<file path="config.mk">
export PLATFORM = sky130hd
export DESIGN_NAME = i2s_dac_tx
export DESIGN_NICKNAME = d
export VERILOG_FILES = /design/src/rtl/audio_pkg.sv /design/src/rtl/sync_edge_det.sv /design/src/rtl/i2s_dac_tx.sv
export SDC_FILE = /design/constraint.sdc
export NUM_CORES = 1
export LEC_CHECK = 0
export CELL_PAD_IN_SITES_DETAIL_PLACEMENT = 0
export CELL_PAD_IN_SITES_GLOBAL_PLACEMENT = 1
export CORE_MARGIN = 5
export CORE_UTILIZATION = 35
export CTS_CLUSTER_DIAMETER = 50
export DETAILED_ROUTE_END_ITERATION = 7
export DONT_BUFFER_PORTS = 1
export PLACE_DENSITY_LB_ADDON = 0.1
export SKIP_CTS_REPAIR_TIMING = 1
export SLEW_MARGIN = 20
export SYNTH_ARGS = -nofsm -noshare
export SYNTH_HDL_FRONTEND = slang
export SYNTH_SLANG_ARGS = --single-unit
</file>
<file path="constraint.sdc">
create_clock -name i_clk -period 4.8 [get_ports i_clk]
set_input_delay 0.48 -clock i_clk [delete_from_list [all_inputs] [get_ports i_clk]]
set_output_delay 0.48 -clock i_clk [all_outputs]
set_load 0.03 [all_outputs]
</file>
<file path="src/rtl/audio_pkg.sv">
// rtl/audio_pkg.sv - shared sample type and I2S transmitter state encoding
package audio_pkg;

  localparam int SAMPLE_W = 16;

  typedef logic signed [SAMPLE_W-1:0] sample_t;

  typedef enum logic [1:0] {
    TX_IDLE,
    TX_DELAY,
    TX_SHIFT,
    TX_PAD
  } i2s_tx_state_e;

endpackage

</file>
<file path="src/rtl/sync_edge_det.sv">
// rtl/sync_edge_det.sv - synchronizer chain plus edge detector for an asynchronous codec clock
module sync_edge_det #(
  parameter int SYNC_STAGES = 2
) (
  input  logic i_clk,
  input  logic i_rst_n,
  input  logic i_async,
  output logic o_level,
  output logic o_rise,
  output logic o_fall
);

  logic [SYNC_STAGES-1:0] sync_q;
  logic                   prev_q;

  // Shift the async input through the chain and remember the previous synchronized level
  always_ff @(posedge i_clk or negedge i_rst_n) begin
    if (!i_rst_n) begin
      sync_q <= '0;
      prev_q <= 1'b0;
    end else begin
      sync_q <= {sync_q[SYNC_STAGES-2:0], i_async};
      prev_q <= sync_q[SYNC_STAGES-1];
    end
  end

  assign o_level = sync_q[SYNC_STAGES-1];
  assign o_rise  = o_level & ~prev_q;
  assign o_fall  = ~o_level & prev_q;

endmodule

</file>
<file path="src/rtl/i2s_dac_tx.sv">
// rtl/i2s_dac_tx.sv - mono I2S serializer to a codec-mastered DAC; I2S_DAC_TX_SOFTMUTE_EN enables soft-mute fading
module i2s_dac_tx
  import audio_pkg::*;
#(
  parameter int SAMPLE_W    = audio_pkg::SAMPLE_W,
  parameter int SYNC_STAGES = 2,
  parameter int SLOT_MAX    = 32
) (
  input  logic                i_clk,
  input  logic                i_rst_n,
  input  logic [SAMPLE_W-1:0] i_sample,
  input  logic                i_mute,
  input  logic                i_aud_bclk,
  input  logic                i_aud_daclrck,
  output logic                o_aud_dacdat,
  output logic                o_sample_req,
  output logic                o_frame_err
);

  localparam int                CNT_W    = $clog2(SLOT_MAX + 1);
  localparam logic [CNT_W-1:0] LAST_BIT = CNT_W'(SAMPLE_W - 1);
  localparam logic [CNT_W-1:0] SAT_M1   = CNT_W'(SLOT_MAX - 1);

  logic bclk_level, bclk_rise, bclk_fall;
  logic lrck_level, lrck_rise, lrck_fall, lrck_edge;
  logic unused_sync;

  sync_edge_det #(.SYNC_STAGES(SYNC_STAGES)) u_bclk_sync (
    .i_clk   (i_clk),
    .i_rst_n (i_rst_n),
    .i_async (i_aud_bclk),
    .o_level (bclk_level),
    .o_rise  (bclk_rise),
    .o_fall  (bclk_fall)
  );

  sync_edge_det #(.SYNC_STAGES(SYNC_STAGES)) u_lrck_sync (
    .i_clk   (i_clk),
    .i_rst_n (i_rst_n),
    .i_async (i_aud_daclrck),
    .o_level (lrck_level),
    .o_rise  (lrck_rise),
    .o_fall  (lrck_fall)
  );

  assign lrck_edge   = lrck_rise | lrck_fall;
  assign unused_sync = ^{bclk_level, bclk_rise, lrck_level};

  i2s_tx_state_e       state_q, state_d;
  logic [CNT_W-1:0]    cnt_q, cnt_d;
  logic [SAMPLE_W-1:0] shift_q, shift_d;
  logic [SAMPLE_W-1:0] held_q, held_d;
  logic                dacdat_q, dacdat_d;
  logic                req_q, req_d;
  logic                err_q, err_d;
  logic [SAMPLE_W-1:0] latch_val;

`ifdef I2S_DAC_TX_SOFTMUTE_EN
  logic [3:0] att_q, att_d;

  // Step the attenuation one notch per frame toward full mute or full level, then scale the sample
  always_comb begin
    att_d = att_q;
    if (i_mute) begin
      if (att_q != 4'd15) att_d = att_q + 4'd1;
    end else if (att_q != 4'd0) begin
      att_d = att_q - 4'd1;
    end
    if (i_mute && (att_q == 4'd15)) latch_val = '0;
    else                            latch_val = $signed(i_sample) >>> att_d;
  end

  // Attenuation only advances at left-frame latch points
  always_ff @(posedge i_clk or negedge i_rst_n) begin
    if (!i_rst_n)       att_q <= 4'd0;
    else if (lrck_fall) att_q <= att_d;
  end
`else
  // Hard mute: silence replaces the sample at the next latch
  always_comb begin
    latch_val = i_mute ? '0 : i_sample;
  end
`endif

  // Frame sequencing: LRCK edges restart the frame, BCLK falls advance the bit stream
  always_comb begin
    state_d  = state_q;
    cnt_d    = cnt_q;
    shift_d  = shift_q;
    held_d   = held_q;
    dacdat_d = dacdat_q;
    req_d    = 1'b0;
    err_d    = err_q;
    if (lrck_edge) begin
      cnt_d   = '0;
      state_d = TX_DELAY;
      shift_d = held_q;
      if (state_q == TX_SHIFT) err_d = 1'b1;
      if (bclk_fall)           dacdat_d = 1'b0;
      if (lrck_fall) begin
        held_d  = latch_val;
        shift_d = latch_val;
        req_d   = 1'b1;
      end
    end else if (bclk_fall) begin
      case (state_q)
        TX_DELAY, TX_SHIFT: begin
          dacdat_d = shift_q[SAMPLE_W-1];
          shift_d  = {shift_q[SAMPLE_W-2:0], 1'b0};
          cnt_d    = cnt_q + CNT_W'(1);
          state_d  = (cnt_q == LAST_BIT) ? TX_PAD : TX_SHIFT;
        end
        TX_PAD: begin
          dacdat_d = 1'b0;
          if (cnt_q <= SAT_M1) cnt_d = cnt_q + CNT_W'(1);
          if (cnt_q >= SAT_M1) err_d = 1'b1;
        end
        default: dacdat_d = 1'b0;
      endcase
    end
  end

  // State and output registers, cleared asynchronously
  always_ff @(posedge i_clk or negedge i_rst_n) begin
    if (!i_rst_n) begin
      state_q  <= TX_IDLE;
      cnt_q    <= '0;
      shift_q  <= '0;
      held_q   <= '0;
      dacdat_q <= 1'b0;
      req_q    <= 1'b0;
      err_q    <= 1'b0;
    end else begin
      state_q  <= state_d;
      cnt_q    <= cnt_d;
      shift_q  <= shift_d;
      held_q   <= held_d;
      dacdat_q <= dacdat_d;
      req_q    <= req_d;
      err_q    <= err_d;
    end
  end

  assign o_aud_dacdat = dacdat_q;
  assign o_sample_req = req_q;
  assign o_frame_err  = err_q;

endmodule

</file>
==> reports/qor.txt <==
run status -> finished, final reports clean
via count -> 1516
DR vias/cell -> 5.40
TritonCTS clock tree -> yes
Filler Cells Inserted -> 569
kind of critical path -> reg2reg
period utilization -> 44.3%
Reg clk slew, reported paths -> 0.09 ns
Arr. time, crit path -> 2.30 ns
crit end category -> flip-flop
CP Data Required Time -> 4.97 ns
Synth warnings -> 0
starting density of the core -> 36.1%
Routed Antenna Nets -> 0
Startpoint Class -> flip-flop
clk_lat worst skew -> 0.30 ns
Slew headroom -> 31.4%
Syn Area/Cell -> 10.3 µm²
max capacitance violation total -> 0
H-Tree Depth -> 2
starting DRC count in detailed routing -> 89
CTS max path bufs -> 2
gr ovfl total -> 0
Max Transition Viols Final -> 0
DP Wirelength -> 2770 µm
clock sink count -> 49
area grow syn2layout -> 9.37%
cell area power density -> 441 nW/µm²
post-synthesis register bit count -> 49
hold slack -> 0.0185 ns
Core Rows -> 28
wirelength, routed -> 4330 µm
vias in the first global route -> 1561
Multi-input gate area -> 782 µm²
wire per inst -> 15.4 µm
Setup Skew -> 0.00788 ns
Non-Filler Instances -> 281
Diodes inserted -> 0
dpl cells -> 272
total chip power -> 1.03 mW
clock root buffer -> clkbuf_8
IO buf count -> 0
RSZ-0062 raised after global routing -> false
share of cells above drive strength 1 -> 6.31%
worst slew pin tran -> 1.02 ns
initial antenna violation count -> 0
Die X -> 88.1 µm
first-pass GRT wire length -> 7600 µm
Max Clk Rate -> 470 MHz
Num CTS Buffers -> 5
Seq/Total Area, Yosys -> 57.4%
setup violators final -> 0
routability cong. -> 0.763
core area -> 5920 µm²
Total Routing Usage GR -> 12.5%
FF/Latch Area -> 1230 µm²
Final Hold Viols -> 0
LEAKAGE -> 1.05 nW
Final #Nets -> 231
Max Fanout on Critical Path -> 30
Setup Total Neg Slack -> 0 ns
die area -> 7760 µm²
Hold Path Class -> in2async
Max IR drop VDD -> 0.000160 V
IO Count -> 24
synthesized instance count -> 207
DRT Pass-1 Iters -> 4
Net Count, Synth -> 233
Netlist cell types -> 28
Tmin final -> 2.13 ns
pre-CTS setup slack -> 2.63 ns
drt drc -> 0
Final WS setup -> 2.67 ns
largest net degree at the start of global routing -> 50
Cell Area, Synth -> 2140 µm²
Die Y -> 88.1 µm
[cells by family (layout without fill, tap and decap cells)]
| family | count (synthesis) | in the layout | synth area share, % |
|---|---|---|---|
| multiplexers | 4 | 4 | 2.11 |
| AO/OA/AOI/OAI | 62 | 62 | 19.2 |
| flip-flops | 49 | 49 | 57.4 |
| buffers and inverters | 32 | 31 | 5.98 |
| adder cells (fa/ha/maj) | 5 | 5 | 2.93 |
| AND/OR/NAND/NOR | 55 | 55 | 12.4 |
[routing by layer]
metal	track usage (%)	wire, µm	part of all wire, %
met2	19.5	1990	46
met5	0	0	0
met3	4.61	224	5.2
met1	16.3	2060	48
met4	4.12	57	1.3
[flip-flops by register name (all words and copies together), names as in the netlist]
| name | flops |
|---|---|
| u_bclk_sync.prev_q | 1 |
| o_frame_err | 1 |
| o_sample_req | 1 |
| u_lrck_sync.sync_q | 2 |
| cnt_q | 6 |
| held_q | 16 |
| u_lrck_sync.prev_q | 1 |
| state_q | 2 |
| shift_q | 16 |
| u_bclk_sync.sync_q | 2 |
| o_aud_dacdat | 1 |
[power breakdown]
part           internal (mW)  switching [mW]
Sequential             0.493          0.0574
Combinational         0.0701           0.101
Clock                  0.170           0.139
Total                  0.734           0.297
[stage by stage]
stage / area, µm² / util [%]
floorplan: 2140 / -
global placement: 2190 / 37.0
detailed placement: 2190 / 37.0
CTS: 2310 / 39.0
global route: 2340 / 39.5
finish: 2340 / 39.5
[Yosys cell counts]
cell type	count	area share, %
a211oi_1	1	0.35
a21oi_1	23	5.4
a221oi_1	15	6.2
a31oi_1	15	4.4
a41oi_1	1	0.41
and3b_1	1	0.41
and4_1	1	0.41
buf_2	6	1.4
clkbuf_1	6	1.1
dfrtp_1	49	57
ha_1	5	2.9
inv_1	20	3.5
mux2_4	1	0.70
mux2i_1	3	1.4
nand2_1	34	6.0
nand2b_1	3	0.88
nand3_1	4	0.94
nand3b_1	1	0.35
nand4_1	1	0.29
nor2_1	3	0.53
nor2b_1	2	0.59
nor3b_2	1	0.59
o21ai_0	3	0.70
o31ai_1	3	1.1
o41ai_2	1	0.76
or3_1	1	0.29
or3b_1	1	0.41
or4_1	2	0.70
[worst max-delay path, stage by stage, from the launching register on]
cell     delay [ns]
dfrtp_1        0.35
inv_1          0.06
ha_1           0.90
inv_1          0.35
a21oi_1        0.25
o41ai_2        0.10
[cell type report]
type | instances | area share, %
clock buffer | 7 | 3.70
clock inverter | 1 | 1.29
inverter | 20 | 3.21
multi-input combinational | 126 | 33.5
sequential | 49 | 52.5
tap | 75 | 4.02
timing repair buffer | 3 | 1.82
[placed cells by master, fill, tap and decap left out, types with 2 or more instances in the layout]
master	instances
nor2b_1	2
clkbuf_8	6
o31ai_1	3
nand2_1	34
ha_1	5
or4_1	2
a21oi_1	23
o21ai_0	3
a221oi_1	15
buf_4	2
nand3_1	4
nor2_1	3
nand2b_1	3
a31oi_1	15
inv_1	20
dfrtp_1	49
mux2i_1	3
[final timing paths]
| kind | start | endpoint | slack, ns | cells past startpoint |
|---|---|---|---|---|
| worst max-delay path | u_lrck_sync.sync_q[1] | state_q[0] | 2.67 | 5 |
| worst min-delay path | i_rst_n | cnt_q[3] | 0.02 | 1 |
| worst max register to register | u_lrck_sync.sync_q[1] | state_q[0] | 2.67 | 5 |
| worst min register to register | u_lrck_sync.sync_q[0] | u_lrck_sync.sync_q[1] | 0.35 | 0 |
| max in group asynchronous | i_rst_n | shift_q[10] | 4.56 | 1 |
| min in group i_clk | i_aud_bclk | u_bclk_sync.sync_q[0] | 0.20 | 0 |
(Power assumes the default switching activity.)
